File: src/rtl/rf_wb_arbiter_pkg.sv
// ============================================================================
// Module  : rf_pkg
// Brief   : Shared widths, constants and state encoding for rf_wb_arbiter.
// Revision: 1.0 - initial release
// ============================================================================
`default_nettype none

package rf_pkg;
    localparam int ADDR_W = 5;
    localparam int DATA_W = 32;
    localparam int NREG   = 32;

    localparam logic [ADDR_W-1:0] ZERO_REG = '0;
    localparam logic [ADDR_W-1:0] LAST_REG = ADDR_W'(NREG - 1);

    typedef enum logic [0:0] {
        ST_INIT = 1'b0,
        ST_RUN  = 1'b1
    } state_t;
endpackage

`default_nettype wire

File: src/rtl/rf_wb_arbiter_if.sv
// ============================================================================
// Module  : rf_wb_if
// Brief   : Writeback requester handshakes plus register-file write port.
// Revision: 1.0 - initial release
// ============================================================================
`default_nettype none

interface rf_wb_if;
    import rf_pkg::*;

    logic              a_valid;
    logic [ADDR_W-1:0] a_addr;
    logic [DATA_W-1:0] a_data;
    logic              a_ready;
    logic              b_valid;
    logic [ADDR_W-1:0] b_addr;
    logic [DATA_W-1:0] b_data;
    logic              b_ready;
    logic              rf_we;
    logic [ADDR_W-1:0] rf_waddr;
    logic [DATA_W-1:0] rf_wdata;

    // Arbiter side
    modport slave (
        input  a_valid, a_addr, a_data, b_valid, b_addr, b_data,
        output a_ready, b_ready, rf_we, rf_waddr, rf_wdata
    );

    // Writeback stage / register file side
    modport master (
        output a_valid, a_addr, a_data, b_valid, b_addr, b_data,
        input  a_ready, b_ready, rf_we, rf_waddr, rf_wdata
    );
endinterface

`default_nettype wire

File: src/rtl/rf_wb_arbiter_rr_arb2.sv
// ============================================================================
// Module  : rr_arb2
// Brief   : Two-input round-robin arbiter holding its own last-grant flop.
// Revision: 1.0 - initial release
// ============================================================================
`default_nettype none

module rr_arb2 (
    input  wire logic clk,
    input  wire logic rst_n,
    input  wire logic en,
    input  wire logic a_valid,
    input  wire logic b_valid,
    output logic      gnt_a,
    output logic      gnt_b,
    output logic      last_grant
);
    logic r_last;

    // On contention the requester not named by r_last wins.
    assign gnt_a = en && a_valid && (!b_valid ||  r_last);
    assign gnt_b = en && b_valid && (!a_valid || !r_last);
    assign last_grant = r_last;

    always_ff @(posedge clk or negedge rst_n) begin
        if (!rst_n) begin
            r_last <= 1'b1;
        end else if (gnt_a) begin
            r_last <= 1'b0;
        end else if (gnt_b) begin
            r_last <= 1'b1;
        end
    end
endmodule

`default_nettype wire

File: src/rtl/rf_wb_arbiter.sv
// ============================================================================
// Module  : rf_wb_arbiter
// Brief   : Clear sweep plus two-way arbitration onto the register-file port.
// Revision: 1.0 - initial release
// ============================================================================
`default_nettype none

module rf_wb_arbiter
    import rf_pkg::*;
(
    input  wire logic  clk,
    input  wire logic  rst_n,
    input  wire logic  clr_req,
    output logic       init_done,
    output logic       last_grant,
    rf_wb_if.slave     bus
);
    state_t            r_state;
    state_t            w_state_next;
    logic [ADDR_W-1:0] r_cnt;
    logic              r_we;
    logic [ADDR_W-1:0] r_waddr;
    logic [DATA_W-1:0] r_wdata;

    logic              w_arb_en;
    logic              w_gnt_a;
    logic              w_gnt_b;
    logic              w_sweep_done;
    logic [ADDR_W-1:0] w_sel_addr;
    logic [DATA_W-1:0] w_sel_data;
    logic              w_issue;

    assign w_arb_en = (r_state == ST_RUN) && !clr_req;

    rr_arb2 u_arb (
        .clk        (clk),
        .rst_n      (rst_n),
        .en         (w_arb_en),
        .a_valid    (bus.a_valid),
        .b_valid    (bus.b_valid),
        .gnt_a      (w_gnt_a),
        .gnt_b      (w_gnt_b),
        .last_grant (last_grant)
    );

    // The sweep ends once the r31 write is sitting in the output register,
    // so init_done rises the cycle after that write is presented.
    assign w_sweep_done = r_we && (r_waddr == LAST_REG);

    assign w_sel_addr = w_gnt_a ? bus.a_addr : bus.b_addr;
    assign w_sel_data = w_gnt_a ? bus.a_data : bus.b_data;
    assign w_issue    = (w_gnt_a || w_gnt_b) && (w_sel_addr != ZERO_REG);

    always_comb begin
        w_state_next = r_state;
        case (r_state)
            ST_INIT: if (w_sweep_done) w_state_next = ST_RUN;
            ST_RUN:  if (clr_req)      w_state_next = ST_INIT;
            default:                   w_state_next = ST_INIT;
        endcase
    end

    always_ff @(posedge clk or negedge rst_n) begin
        if (!rst_n) begin
            r_state <= ST_INIT;
        end else begin
            r_state <= w_state_next;
        end
    end

    always_ff @(posedge clk or negedge rst_n) begin
        if (!rst_n) begin
            r_cnt   <= ADDR_W'(1);
            r_we    <= 1'b0;
            r_waddr <= '0;
            r_wdata <= '0;
        end else if (r_state == ST_INIT) begin
            if (w_sweep_done) begin
                r_we <= 1'b0;
            end else begin
                r_we    <= 1'b1;
                r_waddr <= r_cnt;
                r_wdata <= '0;
                if (r_cnt != LAST_REG) r_cnt <= r_cnt + 1'b1;
            end
        end else if (clr_req) begin
            r_cnt <= ADDR_W'(1);
            r_we  <= 1'b0;
        end else begin
            // Writes to r0 are consumed but leave the port idle.
            r_we <= w_issue;
            if (w_issue) begin
                r_waddr <= w_sel_addr;
                r_wdata <= w_sel_data;
            end
        end
    end

    assign init_done    = (r_state == ST_RUN);
    assign bus.a_ready  = w_gnt_a;
    assign bus.b_ready  = w_gnt_b;
    assign bus.rf_we    = r_we;
    assign bus.rf_waddr = r_waddr;
    assign bus.rf_wdata = r_wdata;
endmodule

`default_nettype wire
File: src/flat_wrapper.sv
// flat-port wrapper written by rule: the top's interface ports become plain ports
module rf_wb_arbiter_flat import rf_pkg::*;
  (clk, rst_n, clr_req, init_done, last_grant, bus_a_valid, bus_a_addr, bus_a_data, bus_b_valid, bus_b_addr, bus_b_data, bus_a_ready, bus_b_ready, bus_rf_we, bus_rf_waddr, bus_rf_wdata);
  rf_wb_if bus_i ();
  input  wire logic clk;
  input  wire logic rst_n;
  input  wire logic clr_req;
  output logic init_done;
  output logic last_grant;
  input wire logic [$bits(bus_i.a_valid)-1:0] bus_a_valid;
  input wire logic [$bits(bus_i.a_addr)-1:0] bus_a_addr;
  input wire logic [$bits(bus_i.a_data)-1:0] bus_a_data;
  input wire logic [$bits(bus_i.b_valid)-1:0] bus_b_valid;
  input wire logic [$bits(bus_i.b_addr)-1:0] bus_b_addr;
  input wire logic [$bits(bus_i.b_data)-1:0] bus_b_data;
  output wire logic [$bits(bus_i.a_ready)-1:0] bus_a_ready;
  output wire logic [$bits(bus_i.b_ready)-1:0] bus_b_ready;
  output wire logic [$bits(bus_i.rf_we)-1:0] bus_rf_we;
  output wire logic [$bits(bus_i.rf_waddr)-1:0] bus_rf_waddr;
  output wire logic [$bits(bus_i.rf_wdata)-1:0] bus_rf_wdata;
  assign bus_i.a_valid = bus_a_valid;
  assign bus_i.a_addr = bus_a_addr;
  assign bus_i.a_data = bus_a_data;
  assign bus_i.b_valid = bus_b_valid;
  assign bus_i.b_addr = bus_b_addr;
  assign bus_i.b_data = bus_b_data;
  assign bus_a_ready = bus_i.a_ready;
  assign bus_b_ready = bus_i.b_ready;
  assign bus_rf_we = bus_i.rf_we;
  assign bus_rf_waddr = bus_i.rf_waddr;
  assign bus_rf_wdata = bus_i.rf_wdata;
  rf_wb_arbiter u_core (.clk(clk), .rst_n(rst_n), .clr_req(clr_req), .init_done(init_done), .last_grant(last_grant), .bus(bus_i));
endmodule
File: config.mk
export PLATFORM = sky130hd
export DESIGN_NAME = rf_wb_arbiter_flat
export DESIGN_NICKNAME = d
export VERILOG_FILES = /design/src/rtl/rf_wb_arbiter_pkg.sv /design/src/rtl/rf_wb_arbiter_if.sv /design/src/rtl/rf_wb_arbiter_rr_arb2.sv /design/src/rtl/rf_wb_arbiter.sv /design/src/flat_wrapper.sv
export SDC_FILE = /design/constraint.sdc
export NUM_CORES = 1
export LEC_CHECK = 0
export BUFFER_PORTS_ARGS = -buffer_cell sky130_fd_sc_hd__buf_2
export CAP_MARGIN = 25
export CORE_UTILIZATION = 50
export DETAILED_ROUTE_END_ITERATION = 7
export PLACE_DENSITY = 0.85
export SETUP_SLACK_MARGIN = 0.4
export SYNTH_ARGS = -nofsm -noshare
export SYNTH_HDL_FRONTEND = slang
export SYNTH_SLANG_ARGS = --single-unit
File: constraint.sdc
create_clock -name clk -period 4.2 [get_ports clk]
set_clock_uncertainty 0.05 [all_clocks]
set_input_delay 0.42 -clock clk [delete_from_list [all_inputs] [get_ports clk]]
set_output_delay 0.42 -clock clk [all_outputs]
set_load 0.005 [all_outputs]
### Word-level counts from Yosys, hierarchy flattened

Cells that the tools add are included.

| storage, ports and cells | value |
|---|---|
| logic and storage cells | 55 |
| register bits after elaboration | 45 |

| operators by class | value |
|---|---|
| eq/ne operators | 6 |
| bitwise operators | 1 |
| multiplexer cells | 22 |
| add/subtract/negate cells | 1 |
| reductions and logical operators | 19 |

Operators with widths:

| kind | number |
|---|---|
| two-way mux 32 bit | 5 |
| two-way mux 5 bit | 9 |
| logical AND 1 bit | 7 |
| two-way mux 1 bit | 7 |
| != test 2 bit, second input constant | 3 |
| AND reduction 3 bit | 2 |
| adder 5 x 1 -> 5 bit, second input constant | 1 |
| == test 5 bit, second input constant | 1 |
| != test 5 bit, second input constant | 1 |
| nonzero test 5 bit | 1 |
| logical NOT 1 bit | 4 |
| nonzero test 2 bit | 2 |
| logical OR 1 bit | 3 |
| != test 2 x 1 -> 1 bit, second input constant | 1 |
| case mux 1 bit (2 select lines) | 1 |
| NOT 1 bit | 1 |

### Logic depth before layout (Yosys ltp)

| depth | value |
|---|---|
| word-level depth | 10 |
| mapped depth | 7 |
| mapped depth without buffers | 6 |

### Cells and area by module

A second synthesis with hierarchy kept.

| second synthesis, totals | value |
|---|---|
| cell total of the unflattened synthesis | 254 |
| area total of the unflattened synthesis | 2,611.3 um^2 |

Modules (own cells, without submodules):

| module | area an instance (um^2) | seq. area each (um^2) | cells an instance | times used |
|---|---|---|---|---|
| rf_wb_arbiter | 2,548.7 | 1,102.3 | 246 | 1 |
| rr_arb2 | 62.6 | 26.3 | 8 | 1 |

### Worst setup path after synthesis

OpenSTA, ideal clock, no wires.

| timing | value |
|---|---|
| path kind | input to register |
| start point | input port bus_b_addr[2] |
| end point | register u_core.r_waddr[2] (netlist: u_core.bus.rf_waddr[2]) |
| library setup time | 0.125 ns |
| buffers on the path | 2 |
| arrival | 1.836 ns |
| stages | 6 |
| setup slack | 2.189 ns |
| cells stage by stage | or4_1 a211oi_1 o32ai_1 buf_6 buf_6 mux2_4 |

| between the ends | value |
|---|---|
| longest elaborated chain between the ends | 5 |
| elaborated cells between the ends (all ways) | 8 |
| classes of those cells | eq/ne: 1; mux: 4; reduce/logical: 3 |

RTL lines:

| item | RTL line | source |
|---|---|---|
| start, declared | flat_wrapper.sv:14 | `input wire logic [$bits(bus_i.b_addr)-1:0] bus_b_addr;` |
| two-way mux 5 bit * | rf_wb_arbiter.sv:50 | `assign w_sel_addr = w_gnt_a ? bus.a_addr : bus.b_addr;` |
| nonzero test 5 bit | rf_wb_arbiter.sv:52 | `assign w_issue = (w_gnt_a \|\| w_gnt_b) && (w_sel_addr != ZERO_REG);` |
| logical AND 1 bit | rf_wb_arbiter.sv:52 |  |
| != test 2 bit (no source line) | -- |  |
| AND reduction 3 bit (no source line) | -- |  |
| end signal, assigned | rf_wb_arbiter.sv:82 | `r_waddr <= r_cnt;` |
| end signal, assigned | rf_wb_arbiter.sv:93 | `r_waddr <= w_sel_addr;` |
| end, declared | rf_wb_arbiter.sv:22 | `logic [ADDR_W-1:0] r_waddr;` |

Mark *: on every way between the ends. The rest lies on a longest branch, timed or not. The select of a mux whose other input is x is not followed.
A chain may end at the register's enable or synchronous reset.

### Worst setup path after layout

| timing | value |
|---|---|
| start point | register u_core.r_state (netlist: u_core.init_done) |
| end point | register u_core.r_wdata[11] (netlist: u_core.bus.rf_wdata[11]) |

| between the ends | value |
|---|---|
| longest elaborated chain between the ends | 8 |
| elaborated cells between the ends (all ways) | 17 |
| classes of those cells | eq/ne: 3; mux: 5; reduce/logical: 9 |

RTL lines:

| item | RTL line | source |
|---|---|---|
| start, declared | rf_wb_arbiter.sv:18 | `state_t r_state;` |
| start signal, assigned | rf_wb_arbiter.sv:67 | `r_state <= w_state_next;` |
| logical AND 1 bit | rf_wb_arbiter.sv:33 | `assign w_arb_en = (r_state == ST_RUN) && !clr_req;` |
| logical AND 1 bit (2 in series) | rf_wb_arbiter_rr_arb2.sv:21 | `assign gnt_a = en && a_valid && (!b_valid \|\| r_last);` |
| two-way mux 5 bit | rf_wb_arbiter.sv:50 |  |
| nonzero test 5 bit | rf_wb_arbiter.sv:52 |  |
| logical AND 1 bit | rf_wb_arbiter.sv:52 |  |
| != test 2 bit (no source line) | -- |  |
| AND reduction 3 bit (no source line) | -- |  |
| end signal, assigned | rf_wb_arbiter.sv:94 | `r_wdata <= w_sel_data;` |
| end, declared | rf_wb_arbiter.sv:23 | `logic [DATA_W-1:0] r_wdata;` |

Several ways; a longest one is shown, not always the timed one. The select of a mux whose other input is x is not followed.

==> impl_metrics.ini <==
[sta]
finalHoldViolCount = 0
period_share_pct = 65.09
timing.final.max_slew_violations = 0
setup_repair_after_global_routing_missed_its_margin = false
worst-slew-pin-transition_ns = 0.7388
setup-violations-final = 0
clock.fmax_ghz = 0.3658
min_cycle_time_layout_ns = 2.734
fin_tns_setup_ns = 0
slew_headroom_pct = 50.75

[clock_tree]
postCtsSetupBuffers = 0
clk_pin_slew_ns = 0.08
cts_hold_buf = 0
post_cts_resized = 0
worst_skew_pair.late_latency_ns = 0.29
cts_root_buf = sky130_fd_sc_hd__clkbuf_8
tritoncts_clock_tree = built
clock_sink_count = 45
clock_path_buffers = 2
cts_made_buffers = 5
htreeDepth = 2

[finish]
antennaDiodeCount = 0
final_cells = 443
n_fill_cell = 401
layout_commonest_cell = sky130_fd_sc_hd__buf_2
mostFrequentLayoutCells = 120 x sky130_fd_sc_hd__buf_2, 43 x sky130_fd_sc_hd__dfrtp_1, 39 x sky130_fd_sc_hd__o21ai_0, 38 x sky130_fd_sc_hd__nand3_1, 35 x sky130_fd_sc_hd__nand2_1
final_net_count = 456
layout-drive-gt1-share_pct = 46.81
area_growth_syn_to_layout_pct = 30.59

[pwr]
vdd_drop_max_mv = 0.2584
cellPowerDensity_mw_per_mm2 = 500.2
cellLeakagePower_nw = 1.721
power_total_mw = 1.667

[status]
outcome = complete, no violations

[floorplanning]
dieArea_sq_mm = 0.005395
fp.dieH_um = 73.45
core.rowCount = 25
die_x_um = 73.45
io-pin-count = 121
core_footprint_sq_mm = 0.004817
start_util_pct = 52.99

[logic_synthesis]
post_synth_inst_count = 262
syn-mean-instance-area_sq_um = 9.742
ys_warn_count = 0
async_reset_ff_share_pct = 100.0
synth-edff-count = 0
synth_top_cells_by_area = sky130_fd_sc_hd__dfrtp_1 42%, sky130_fd_sc_hd__mux2_4 11%, sky130_fd_sc_hd__mux2_2 8.8%
netlist_area_sq_mm = 0.002552
post_synth_num_cell_types = 35
postSynth.topFlopCell = sky130_fd_sc_hd__dfrtp_1
synth-seq-area-share_pct = 44.22
synth_largest_type_area_fraction_pct = 42.16
synth_top_area_cell = sky130_fd_sc_hd__dfrtp_1
syn-num-nets = 343
synth.ff_latch_count = 45

[global_route]
grt_pass1_vias = 2145
grt_max_degree = 46
grt_pass1_wl_um = 9984
antenna_found_initial = 0
gr_util_all_layers_pct = 24.10
globalRoute.totalOverflow = 0

[detailed_routing]
routedWlPerCell_um = 14.07
postRouteWirelength_um = 6232
first_pass_iters = 4
vias = 2368
drcViolationCount = 0
via_per_inst = 5.345
iteration_0_drc_count_of_the_detailed_router = 184
ant_nets = 0

[worst_hold_path]
holdCritStartpoint = bus_b_valid
timing.hold.worst.class = primary input to flip-flop

[worst_setup_path]
critPathArrivalTime_ns = 2.86
worst_ep_required_time_ns = 4.32
cp_max_stage_delay_ns = 0.83
critical_path_peak_fanout = 38
critPathLaunchType = flip-flop
worstPathCellList = nand3b_1 -> nor4_1 -> o32ai_4 -> buf_4 -> mux2_4
critical_path.endpoint_type = flip-flop
cp-startpoint = u_core.init_done
crit_slowest_cell = sky130_fd_sc_hd__dfrtp_1
r2r-start = u_core.init_done
timing.setup.critical_path_class = flip-flop to flip-flop

[place]
detailed_placer_s_ending_hpwl_um = 4432
placedCellCount = 433
gp_congestion = 0.8540
place.port_buffers = 120

[job]
drv_cap = 0
-- flip-flops by register name, indices dropped and copies added (netlist names) --
register / cells
u_core.bus.rf_wdata: 32
u_core.u_arb.last_grant: 1
u_core.bus.rf_we: 1
u_core.bus.rf_waddr: 5
u_core.init_done: 1
u_core.r_cnt: 5
-- worst max-delay path: cells and delay by family (launching register included) --
kind	cells	cell delay, ns
AND/OR/NAND/NOR	2	0.87
flip-flops	1	0.83
multiplexers	1	0.37
buffers and inverters	1	0.34
AO/OA/AOI/OAI	1	0.14
-- cell type report --
cell class / count / area [sq um] / share of cell area (%)
inverters: 2 / 7.507 / 0.2252
clock buffers: 6 / 72.57 / 2.177
multi-input cells: 194 / 1334 / 40.02
well taps: 67 / 83.83 / 2.515
repair buffers: 127 / 668.1 / 20.05
clock inverters: 2 / 38.79 / 1.164
flip-flops and latches: 45 / 1129 / 33.86
-- where the power goes --
group | internal [mW] | switching [mW] | total, mW
Sequential | 0.560 | 0.114 | 0.674
Combinational | 0.353 | 0.320 | 0.673
Clock | 0.179 | 0.142 | 0.321
Total | 1.09 | 0.576 | 1.67
-- final timing paths --
kind,end,slack (ns),cells past startpoint
worst max-delay path,u_core.bus.rf_wdata[11],1.47,5
worst min-delay path,u_core.u_arb.last_grant,0.36,3
worst max register to register,u_core.bus.rf_wdata[11],1.47,5
worst min register to register,u_core.bus.rf_wdata[31],0.46,1
max in group asynchronous,u_core.r_cnt[0],3.24,3
min in group asynchronous,u_core.bus.rf_waddr[3],0.40,2
-- through the flow --
stage | utilization, % | setup WS [ns] | cell area, sq um | hold slack (ns)
final | 69.19 | 1.466 | 3333 | 0.3551
after detailed placement | 66.26 | 1.505 | 3192 | 0.4391
after floorplan | - | 2.189 | 2552 | 0.07441
after global routing | 69.19 | 1.300 | 3333 | 0.3541
after global placement | 66.26 | 1.621 | 3192 | 0.4386
after CTS | 68.57 | 1.496 | 3303 | 0.2542
-- cell usage after synthesis, types with 3 or more instances --
master	n
sky130_fd_sc_hd__a21oi_1	4
sky130_fd_sc_hd__a31oi_1	5
sky130_fd_sc_hd__buf_6	3
sky130_fd_sc_hd__clkbuf_1	14
sky130_fd_sc_hd__dfrtp_1	43
sky130_fd_sc_hd__mux2_2	20
sky130_fd_sc_hd__mux2_4	19
sky130_fd_sc_hd__nand2_1	35
sky130_fd_sc_hd__nand3_1	38
sky130_fd_sc_hd__nor2_1	8
sky130_fd_sc_hd__o21ai_0	39
-- layer usage --
layer | global-route usage [%] | vias up | part of all wire (%)
met5 | 0 | - | 0
met4 | 7.479 | 0 | 0.48
met3 | 5.761 | 5 | 6.1
met2 | 40.27 | 87 | 50
met1 | 30.93 | 1119 | 44
li1 | - | 1157 | -
-- kinds of logic (layout without fill, tap and decap cells) --
kind of cell	after synthesis	after routing	share of synthesized area, %
AND/OR/NAND/NOR	94	94	17.26
adder cells (fa/ha/maj)	2	2	0.9802
buffers and inverters	23	137	4.363
flip-flops	45	45	44.22
XOR/XNOR	3	3	1.030
AO/OA/AOI/OAI	56	56	12.16
multiplexers	39	39	20.00
Power figures use the tool's default switching activity.
